## src/rtl/d_mem_ctrl.sv

```systemverilog
// Data-memory access sequencer: decodes EX/MEM load/store requests, runs a ready-handshake access,
// stalls the pipeline meanwhile and returns aligned/extended load data. Define D_MEM_TIMEOUT_EN to abort hung accesses.
module d_mem_ctrl #(
    parameter int TIMEOUT_CYCLES = 64,
    parameter int CNT_W          = 7
) (
    input  logic        clk,
    input  logic        reset,
    input  logic        d_mem_r,
    input  logic        d_mem_w,
    input  logic [2:0]  fun_3,
    input  logic [31:0] address,
    input  logic [31:0] write_data,
    output logic        mem_read,
    output logic        mem_write,
    output logic [31:0] mem_address,
    output logic [31:0] mem_writedata,
    output logic [3:0]  mem_byteen,
    input  logic [31:0] mem_readdata,
    input  logic        mem_ready,
    output logic [31:0] load_data,
    output logic        busy_wait,
    output logic        access_fault
);

    if ((2 ** CNT_W) <= TIMEOUT_CYCLES) begin : g_cnt_w_check
        $error("d_mem_ctrl: CNT_W too narrow for TIMEOUT_CYCLES");
    end

    typedef enum logic [1:0] {IDLE, ACCESS, DONE} state_t;

    state_t      state_reg, state_next;
    logic        mem_read_reg, mem_read_next;
    logic        mem_write_reg, mem_write_next;
    logic [31:0] mem_address_reg, mem_address_next;
    logic [31:0] mem_writedata_reg, mem_writedata_next;
    logic [3:0]  mem_byteen_reg, mem_byteen_next;
    logic [31:0] load_data_reg, load_data_next;
    logic        fault_reg, fault_next;
    logic [2:0]  fun3_reg, fun3_next;
    logic [1:0]  lo_reg, lo_next;
    logic        timeout;

    // Request decode
    logic       req_any, legal_f3, aligned, req_valid;
    logic [3:0] st_byteen;
    logic [31:0] st_data;

    always_comb begin
        req_any  = d_mem_r | d_mem_w;
        legal_f3 = 1'b0;
        aligned  = 1'b1;
        case (fun_3)
            3'b000: legal_f3 = 1'b1;
            3'b001: begin legal_f3 = 1'b1; aligned = ~address[0]; end
            3'b010: begin legal_f3 = 1'b1; aligned = (address[1:0] == 2'b00); end
            3'b100: legal_f3 = d_mem_r;
            3'b101: begin legal_f3 = d_mem_r; aligned = ~address[0]; end
            default: legal_f3 = 1'b0;
        endcase
        req_valid = (d_mem_r ^ d_mem_w) & legal_f3 & aligned;

        case (fun_3[1:0])
            2'b00: begin
                st_byteen = 4'b0001 << address[1:0];
                st_data   = {4{write_data[7:0]}};
            end
            2'b01: begin
                st_byteen = address[1] ? 4'b1100 : 4'b0011;
                st_data   = {2{write_data[15:0]}};
            end
            default: begin
                st_byteen = 4'b1111;
                st_data   = write_data;
            end
        endcase
    end

    // Load extraction from the latched size/sign and byte offset
    logic [7:0]  ld_byte;
    logic [15:0] ld_half;
    logic [31:0] ld_ext;

    always_comb begin
        case (lo_reg)
            2'd0:    ld_byte = mem_readdata[7:0];
            2'd1:    ld_byte = mem_readdata[15:8];
            2'd2:    ld_byte = mem_readdata[23:16];
            default: ld_byte = mem_readdata[31:24];
        endcase
        ld_half = lo_reg[1] ? mem_readdata[31:16] : mem_readdata[15:0];
        case (fun3_reg)
            3'b000:  ld_ext = {{24{ld_byte[7]}}, ld_byte};
            3'b100:  ld_ext = {24'd0, ld_byte};
            3'b001:  ld_ext = {{16{ld_half[15]}}, ld_half};
            3'b101:  ld_ext = {16'd0, ld_half};
            default: ld_ext = mem_readdata;
        endcase
    end

`ifdef D_MEM_TIMEOUT_EN
    logic [CNT_W-1:0] cnt_reg, cnt_next;

    always_comb begin
        cnt_next = cnt_reg;
        if (state_reg == IDLE)
            cnt_next = '0;
        else if (state_reg == ACCESS)
            cnt_next = cnt_reg + 1'b1;
    end

    // Fires in the last permitted ACCESS cycle, so the strobe is up for exactly TIMEOUT_CYCLES cycles
    assign timeout = (state_reg == ACCESS) && (cnt_reg == CNT_W'(TIMEOUT_CYCLES - 1));

    always_ff @(posedge clk or negedge reset) begin
        if (!reset)
            cnt_reg <= '0;
        else
            cnt_reg <= cnt_next;
    end
`else
    assign timeout = 1'b0;
`endif

    always_comb begin
        state_next         = state_reg;
        mem_read_next      = mem_read_reg;
        mem_write_next     = mem_write_reg;
        mem_address_next   = mem_address_reg;
        mem_writedata_next = mem_writedata_reg;
        mem_byteen_next    = mem_byteen_reg;
        load_data_next     = load_data_reg;
        fault_next         = 1'b0;
        fun3_next          = fun3_reg;
        lo_next            = lo_reg;
        busy_wait          = 1'b0;
        case (state_reg)
            IDLE: begin
                if (req_valid) begin
                    busy_wait        = 1'b1;
                    state_next       = ACCESS;
                    mem_read_next    = d_mem_r;
                    mem_write_next   = d_mem_w;
                    mem_address_next = {address[31:2], 2'b00};
                    mem_byteen_next  = d_mem_r ? 4'b1111 : st_byteen;
                    if (d_mem_w)
                        mem_writedata_next = st_data;
                    fun3_next = fun_3;
                    lo_next   = address[1:0];
                end else if (req_any) begin
                    fault_next = 1'b1;
                end
            end
            ACCESS: begin
                busy_wait = 1'b1;
                if (mem_ready) begin
                    mem_read_next  = 1'b0;
                    mem_write_next = 1'b0;
                    if (mem_read_reg)
                        load_data_next = ld_ext;
                    state_next = DONE;
                end else if (timeout) begin
                    mem_read_next  = 1'b0;
                    mem_write_next = 1'b0;
                    fault_next     = 1'b1;
                    state_next     = DONE;
                end
            end
            default: state_next = IDLE;
        endcase
    end

    always_ff @(posedge clk or negedge reset) begin
        if (!reset) begin
            state_reg         <= IDLE;
            mem_read_reg      <= 1'b0;
            mem_write_reg     <= 1'b0;
            mem_address_reg   <= '0;
            mem_writedata_reg <= '0;
            mem_byteen_reg    <= '0;
            load_data_reg     <= '0;
            fault_reg         <= 1'b0;
            fun3_reg          <= '0;
            lo_reg            <= '0;
        end else begin
            state_reg         <= state_next;
            mem_read_reg      <= mem_read_next;
            mem_write_reg     <= mem_write_next;
            mem_address_reg   <= mem_address_next;
            mem_writedata_reg <= mem_writedata_next;
            mem_byteen_reg    <= mem_byteen_next;
            load_data_reg     <= load_data_next;
            fault_reg         <= fault_next;
            fun3_reg          <= fun3_next;
            lo_reg            <= lo_next;
        end
    end

    assign mem_read      = mem_read_reg;
    assign mem_write     = mem_write_reg;
    assign mem_address   = mem_address_reg;
    assign mem_writedata = mem_writedata_reg;
    assign mem_byteen    = mem_byteen_reg;
    assign load_data     = load_data_reg;
    assign access_fault  = fault_reg;

endmodule

```

## config.mk

```make
export PLATFORM = sky130hd
export DESIGN_NAME = d_mem_ctrl
export DESIGN_NICKNAME = d
export VERILOG_FILES = /design/src/rtl/d_mem_ctrl.sv
export SDC_FILE = /design/constraint.sdc
export NUM_CORES = 1
export LEC_CHECK = 0
export CORE_MARGIN = 4
export CORE_UTILIZATION = 39
export DETAILED_ROUTE_END_ITERATION = 10
export GPL_TIMING_DRIVEN = 0
export PLACE_DENSITY = 0.77
export SLEW_MARGIN = 5
export SYNTH_ARGS = -nofsm -noshare
export SYNTH_HDL_FRONTEND = slang
export SYNTH_SLANG_ARGS = --single-unit
```

## constraint.sdc

```tcl
create_clock -name clk -period 1.7 [get_ports clk]
set_input_delay 0.255 -clock clk [delete_from_list [all_inputs] [get_ports clk]]
set_output_delay 0.255 -clock clk [all_outputs]
set_load 0.02 [all_outputs]
```

### After elaboration in Yosys (flattened, before gate mapping)

Index checks and enable logic that the tools add are counted.

| storage, ports and cells | value |
|---|---|
| register bits | 108 |
| input port bits | 104 |
| word-level logic and storage cells | 66 |

| operators by class | value |
|---|---|
| eq/ne operators | 13 |
| shift operators | 1 |
| mux-type cells | 22 |
| bitwise gates (word level) | 5 |
| reductions and logical operators | 15 |

Operator list:

| cell | count |
|---|---|
| $pmux 32 s4 | 1 |
| $pmux 32 s2 | 1 |
| $pmux 8 s3 | 1 |
| $mux 16 | 1 |
| $eq 3x3->1 const B | 4 |
| $pmux 1 s2 | 5 |
| $reduce_and 3->1 | 3 |
| $logic_not 2->1 | 4 |
| $mux 4 | 2 |
| $pmux 4 s2 | 1 |
| $mux 1 | 7 |
| $eq 2x1->1 const B | 3 |
| $eq 3x1->1 const B | 2 |
| $logic_not 3->1 | 2 |
| $mux 2 | 2 |
| $ne 2x2->1 const B | 2 |
| $pmux 2 s2 | 1 |
| $reduce_and 2->1 | 2 |
| $reduce_or 2->1 | 2 |
| $shl 1x2->4 const A | 1 |
| $eq 3x2->1 const B | 1 |
| $reduce_or 3->1 | 1 |
| $and 1x1->1 | 2 |
| $eq 2x2->1 const B | 1 |
| other kinds (4) | 4 |

### Longest topological paths before layout

Gate-level depths: netlist of run 1.

| depth | value |
|---|---|
| depth after elaboration | 7 |
| mapped depth | 6 |
| gate-level depth less buffers | 5 |

### Worst setup path before layout of run 1

OpenSTA, ideal clock, no wires.

| timing path | value |
|---|---|
| path type | input -> register |
| start | in d_mem_w |
| end | reg lo_reg[0] |
| library setup time | 0.125 ns |
| data arrival time | 1.651 ns |
| slack | -0.076 ns |
| stages on the path | 6 |
| buffers on the path | 1 |
| cell sequence | inv_1 ha_1 o2111ai_2 nor3_2 buf_2 mux2_2 |

| on the way | value |
|---|---|
| word-level cells in the longest chain between the ends | 4 |

Ends and longest elaborated chain:

| what | RTL line | RTL |
|---|---|---|
| start, declared | 10 | `input logic d_mem_w,` |
| $xor 1x1->1 | 61 | `req_valid = (d_mem_r ^ d_mem_w) & legal_f3 & aligned;` |
| $and 1x1->1 (2 in a row) | 61 |  |
| $reduce_and 2->1 (no source line) | n/a |  |
| end signal, assigned | 195 | `lo_reg <= lo_next;` |
| end, declared | 41 | `logic [1:0] lo_reg, lo_next;` |

No other way between the ends.
A chain may end at the register's enable or synchronous reset.

### Final worst setup path of run 1

| timing path | value |
|---|---|
| start | in d_mem_w |
| end | out busy_wait |

| on the way | value |
|---|---|
| word-level cells in the longest chain between the ends | 5 |

Ends and longest elaborated chain:

| what | RTL line | RTL |
|---|---|---|
| $xor 1x1->1 | 61 |  |
| $and 1x1->1 (2 in a row) | 61 |  |
| $mux 1 | 139 | `if (req_valid) begin` |
| $pmux 1 s2 | 137 | `case (state_reg)` |
| end, declared | 22 | `output logic busy_wait,` |

No other way between the ends.

==> results of run 1 <==
## worst min-delay path, stage by stage
cell and delay, ns:
buf_2 0.13, inv_2 0.08, mux2i_1 0.07
## timing repair
item | CTS | global route
pin swaps | 4 | 3
setup endpoints to repair | 102 | 43
buffers inserted | 11 | 0
gates cloned | 2 | 0
resized for setup | 65 | 14
hold buffers | 1 | 0
hold endpoints to repair | 21 | 0
## cells in the mapped netlist
cell / instances / area [µm²]
a211oi_1: 1 / 7.51
a21oi_1: 27 / 135
a31oi_1: 1 / 6.26
and2_0: 1 / 6.26
and4b_1: 1 / 10.0
buf_1: 4 / 15.0
buf_2: 3 / 15.0
buf_4: 8 / 60.1
clkbuf_1: 12 / 45.0
conb_1: 1 / 3.75
dfrtp_1: 108 / 2700
ha_1: 1 / 12.5
inv_1: 8 / 30.0
mux2_1: 31 / 349
mux2_2: 64 / 721
mux2i_1: 22 / 220
nand2_1: 41 / 154
nand2_2: 1 / 6.26
nand2b_1: 9 / 56.3
nand3b_1: 9 / 67.6
nor2_1: 22 / 82.6
nor2b_1: 8 / 50.1
nor3_2: 1 / 10.0
nor3b_1: 1 / 7.51
nor4_4: 1 / 21.3
nor4b_1: 1 / 8.76
o2111ai_2: 1 / 15.0
o21ai_0: 36 / 180
o21bai_1: 1 / 7.51
o22ai_1: 1 / 6.26
o31a_1: 1 / 8.76
o31ai_1: 1 / 7.51
or2_2: 1 / 6.26
or3_1: 1 / 6.26
## worst min path at each step
stage / depth (start not counted) / start / end
5_1_grt: 3 / d_mem_r / mem_read
4_1_cts: 3 / d_mem_r / mem_read
6_report: 3 / d_mem_r / mem_read
3_3_place_gp: 1 / mem_writedata[29] / mem_writedata[29]
3_5_place_dp: 1 / reset / mem_address[12]
2_1_floorplan: 0 / reset / access_fault
## cell families (layout without fill, tap and decap cells)
group / Yosys count / after routing / share of synthesized area, %
multiplexers: 117 / 117 / 25.6
flip-flops: 108 / 108 / 53.6
buffers and inverters: 35 / 268 / 3.28
adder cells (fa/ha/maj): 1 / 1 / 0.248
AO/OA/AOI/OAI: 70 / 70 / 7.42
other: 1 / 2 / 0.0744
AND/OR/NAND/NOR: 98 / 98 / 9.78
## per-layer routing
metal | vias up | GRT usage [%] | wire length (µm)
met5 | - | 0 | 12
met4 | 2 | 6.23 | 191
met3 | 13 | 6.64 | 1240
met2 | 151 | 35.3 | 7600
met1 | 2063 | 24.7 | 6040
li1 | 1950 | - | -
## cell type report
class	count	area, µm²
sequential	108	2700
timing repair buffer	219	2210
multi-input combinational	288	2290
inverter	8	30.0
tap	172	215
clock inverter	3	68.8
buffer	25	189
clock buffer	13	260
fill	1030	4660
## power by group through the flow
stage	logic (mW)	registers [mW]	clock network, mW
after global routing	6.15	4.34	2.47
after floorplan	1.54	5.41	0
after detailed placement	5.63	4.24	0
after global placement	5.53	4.18	0
final	5.75	4.20	2.30
after CTS	5.81	4.21	2.37
## stage by stage
step | setup slack, ns | util [%]
global route | 0.000923 | 63.1
floorplan | -0.0447 | -
global placement | -3.78 | 58.3
CTS | 0.00709 | 63.1
detailed placement | -0.895 | 58.5
finish | 0.0295 | 63.1
==> run summary, run 1 <==
Post-DRT Antenna Nets: 0
Crit path time final: 1.67 ns
Vias: 4179
Router iterations before antenna repair: 4
Root Driver: clkbuf_16
CTS buffer count: 9
Fin crit share: 98.3%
TNS Setup: 0 ns
RePlAce Congestion: 0.854
Die height: 122 µm
Worst r2r src: state_reg[1]
Worst-Skew Late Latency: 0.34 ns
CTS tree: yes
Switching share of power: 35.3%
Overall Power: 12.3 mW
Internal power: 7.92 mW
Critical Path Start: d_mem_w
Seq/Total Area, Yosys: 53.6%
Cell Pwr Density: 1540 nW/µm²
Via density: 5.00
Post-Synthesis Cells: 430
Most common cell after layout, fill and taps aside: clkdlybuf4s50_1
Initial Util: 39.9%
I/O Pins: 208
Wirelength per Cell: 18.0 µm
Mean area per synthesized cell: 11.7 µm²
CP Launch Type: input port
Buffers & Inverters on Critical Path: 4
First-pass GRT wire length: 24000 µm
Maxcap violations: 0
Die ar.: 14800 µm²
Fin. max-slew vios: 0
Diodes inserted: 0
Area grow syn2layout: 57.9%
Clock share of power: 18.7%
Run status: finished, final reports clean
Initial DRC count: 267
Fmax: 599 MHz
Worst path slowest cell: ha_4
Leakage: 3.36 nW
Fin cells: 836
Cell class contributing the biggest share of worst-path delay: buffers and inverters
Seq pwr share: 34.3%
Setup crit end kind: output pin
VDD IR max: 0.000796 V
Total gr overflow: 0
Most frequent cells in the layout: clkdlybuf4s50_1, dfrtp_1, mux2_2
Crit path arrival time: 1.42 ns
Cell row count: 41
Final wirelength: 15100 µm
Num Clock Sinks: 108
Die outline width: 122 µm
Gr usage total: 20.6%
Flip-flop and latch count after synthesis: 108
Final-report setup violation count: 0
Crit Path Category: in -> out
YS warnings: 0
Crit-path max cell delay: 0.26 ns
Post-synthesis cell type count: 34
Vias in the first global route: 4650
Crit path to: busy_wait
Critical path, cell by cell: dlygate4sd2_1, inv_2, ha_4, o2111ai_4, buf_6, a21oi_2, buf_4
Worst Tran Pin Value: 0.767 ns
RSZ-0062 raised after global routing: false
Max Clock Skew: 0.00634 ns
Reg-to-Reg End: mem_writedata[27]
Fin area: 7960 µm²
Critical path depth in cells: 7
Combinational share of power: 47.0%
DP Cell Count: 809
Sw power: 4.33 mW
Flop-to-flop setup slack: 0.08 ns
Register-to-Register Path Depth: 5
IO buf count: 205
Core ar.: 12600 µm²
WP data required: 1.44 ns
Clock Path Buffers: 2
Largest net degree at the start of global routing: 88
Hold WS: 0.230 ns
HPWL after detailed placement: 11200 µm
Share of layout cells above drive strength 1: 21.8%
Initial antenna violation count: 1
Final hold vios: 0
H-tree levels: 3
Max FO, Critical Path: 4
Post-Syn Area: 5040 µm²
Nets: 764
Reg clk slew, reported paths: 0.07 ns
Slew headroom: 48.9%
Worst hold-check path type: in -> reg
DR DRC count: 0
DP Area: 7380 µm²
Power figures use the tool's default switching activity.
==> run 2, diff against run 1 <==
--- a/config.mk
+++ b/config.mk
@@ -5,11 +5,13 @@
 export SDC_FILE = /design/constraint.sdc
 export NUM_CORES = 1
 export LEC_CHECK = 0
+export CELL_PAD_IN_SITES_DETAIL_PLACEMENT = 0
+export CELL_PAD_IN_SITES_GLOBAL_PLACEMENT = 1
 export CORE_MARGIN = 4
-export CORE_UTILIZATION = 39
+export CORE_UTILIZATION = 30
 export DETAILED_ROUTE_END_ITERATION = 10
 export GPL_TIMING_DRIVEN = 0
-export PLACE_DENSITY = 0.77
+export PLACE_DENSITY_LB_ADDON = 0.1
 export SLEW_MARGIN = 5
 export SYNTH_ARGS = -nofsm -noshare
 export SYNTH_HDL_FRONTEND = slang
==> run 2 against run 1 <==
- critical endpoint is now mem_writedata[18]
- power is 1.0% lower
- worst hold slack got worse by 0.0016 ns
- flip-flop and latch count unchanged
- clock-buffer cell count shrank 2
- fmax up 0.87%
- via count shrank 0.98%
- largest power group unchanged
==> run summary, run 2 (synthesized netlist as in run 1, its figures left out) <==
Die ar.: 18900 µm²
Largest net degree at the start of global routing: 71
Clock Path Buffers: 2
Slew headroom: 47.7%
Reg-to-Reg End: load_data[23]
IO buf count: 205
Crit path time final: 1.66 ns
Vias in the first global route: 4398
Most frequent cells in the layout: clkdlybuf4s50_1, dfrtp_1, mux2_2
I/O Pins: 208
Cell Pwr Density: 1490 nW/µm²
WP data required: 1.93 ns
Cell row count: 47
Reg clk slew, reported paths: 0.07 ns
Register-to-Register Path Depth: 6
H-tree levels: 3
Fmax: 604 MHz
Area grow syn2layout: 61.2%
Final hold vios: 0
Hold Crit Depth: 3
Setup ws final: 0.0440 ns
Root Driver: clkbuf_16
Leakage: 3.38 nW
Diodes inserted: 0
CTS buffer count: 9
Worst Tran Pin Value: 0.784 ns
Initial Util: 30.5%
Nets: 771
Via density: 4.64
Initial DRC count: 154
Hold_sp: d_mem_r
Worst slack, placed: -0.924 ns
Max Clock Skew: 0.00767 ns
Run status: finished, final reports clean
Worst r2r src: lo_reg[1]
Fin crit share: 97.4%
Core ar.: 16500 µm²
Worst hold-check path type: in -> reg
Crit path arrival time: 1.89 ns
Overall Power: 12.1 mW
CTS tree: yes
Die outline width: 138 µm
Crit Path Category: in -> reg
Share of layout cells above drive strength 1: 21.3%
Final-report setup violation count: 0
Worst Hold End: mem_read
Final wirelength: 16000 µm
Maxcap violations: 0
RSZ-0062 raised after global routing: true
Flop-to-flop setup slack: 0.05 ns
Router iterations before antenna repair: 4
Gr usage total: 16.8%
Fin. max-slew vios: 0
DR DRC count: 0
Vias: 4138
Num Clock Sinks: 108
Initial antenna violation count: 1
Max FO, Critical Path: 5
Total gr overflow: 0
Most common cell after layout, fill and taps aside: clkdlybuf4s50_1
Post-DRT Antenna Nets: 0
Hold WS: 0.228 ns
First-pass GRT wire length: 24300 µm
Wirelength per Cell: 17.9 µm
CP Launch Type: input port
VDD IR max: 0.000629 V
Worst-Skew Late Latency: 0.35 ns
HPWL after detailed placement: 11700 µm
RePlAce Congestion: 0.778
Die height: 138 µm
TNS Setup: 0 ns
Setup crit end kind: register
[run 2: worst max path at each step]
stage                                   end  slack [ns]      start
final                     mem_writedata[18]        0.04    d_mem_w
after detailed placement  mem_writedata[22]       -0.92    d_mem_r
after global placement       mem_address[5]       -4.07      reset
after CTS                 mem_writedata[14]       0.005   fun_3[2]
after global routing          load_data[22]      -0.003  lo_reg[1]
after floorplan           mem_writedata[13]       -0.04    d_mem_w
[run 2: critical path, stage by stage]
cell and delay, ns:
dlygate4sd2_1 0.21, inv_2 0.05, ha_4 0.26, o2111ai_4 0.18, nor4_4 0.20, buf_6 0.19, buf_6 0.11, buf_12 0.11
mux2_1 0.31
[run 2: cell type report]
| class | count | area [µm²] |
|---|---|---|
| Clock inverter | 5 | 60.1 |
| Tap cell | 220 | 275 |
| Buffer | 26 | 234 |
| Sequential cell | 108 | 2710 |
| Fill cell | 1531 | 8400 |
| Multi-Input combinational cell | 288 | 2260 |
| Timing Repair Buffer | 225 | 2320 |
| Inverter | 8 | 30.0 |
| Clock buffer | 11 | 243 |
[run 2: where the power goes]
group	leakage, nW	switching [mW]	internal [mW]	total [mW]
Combinational	1.95	2.83	2.93	5.76
Clock	0.146	0.992	1.19	2.18
Sequential	1.29	0.572	3.61	4.18
[run 2: metal layers]
metal | GRT usage, % | vias up | share of wire, %
li1 | - | 1968 | -
met4 | 5.04 | 2 | 1.3
met2 | 27.7 | 138 | 49
met5 | 0 | - | 0.044
met3 | 5.48 | 14 | 8.8
met1 | 20.9 | 2016 | 41
[run 2: through the flow]
stage | cell area, µm² | instances | utilization, %
after global placement | 7410 | 856 | 44.9
final | 8120 | 891 | 49.2
after global routing | 8120 | 891 | 49.2
after CTS | 8090 | 891 | 49.0
after floorplan | 5080 | 431 | -
after detailed placement | 7440 | 857 | 45.0
[run 2: repair_timing]
| item | 4_1_cts | 5_1_grt |
|---|---|---|
| gates resized for setup | 65 | 17 |
| endpoints found under the hold margin | 38 | 0 |
| gates cloned | 3 | 0 |
| setup endpoints to repair | 106 | 60 |
| hold buffers | 1 | 0 |
| pin swaps | 5 | 3 |
| buffers inserted | 16 | 0 |
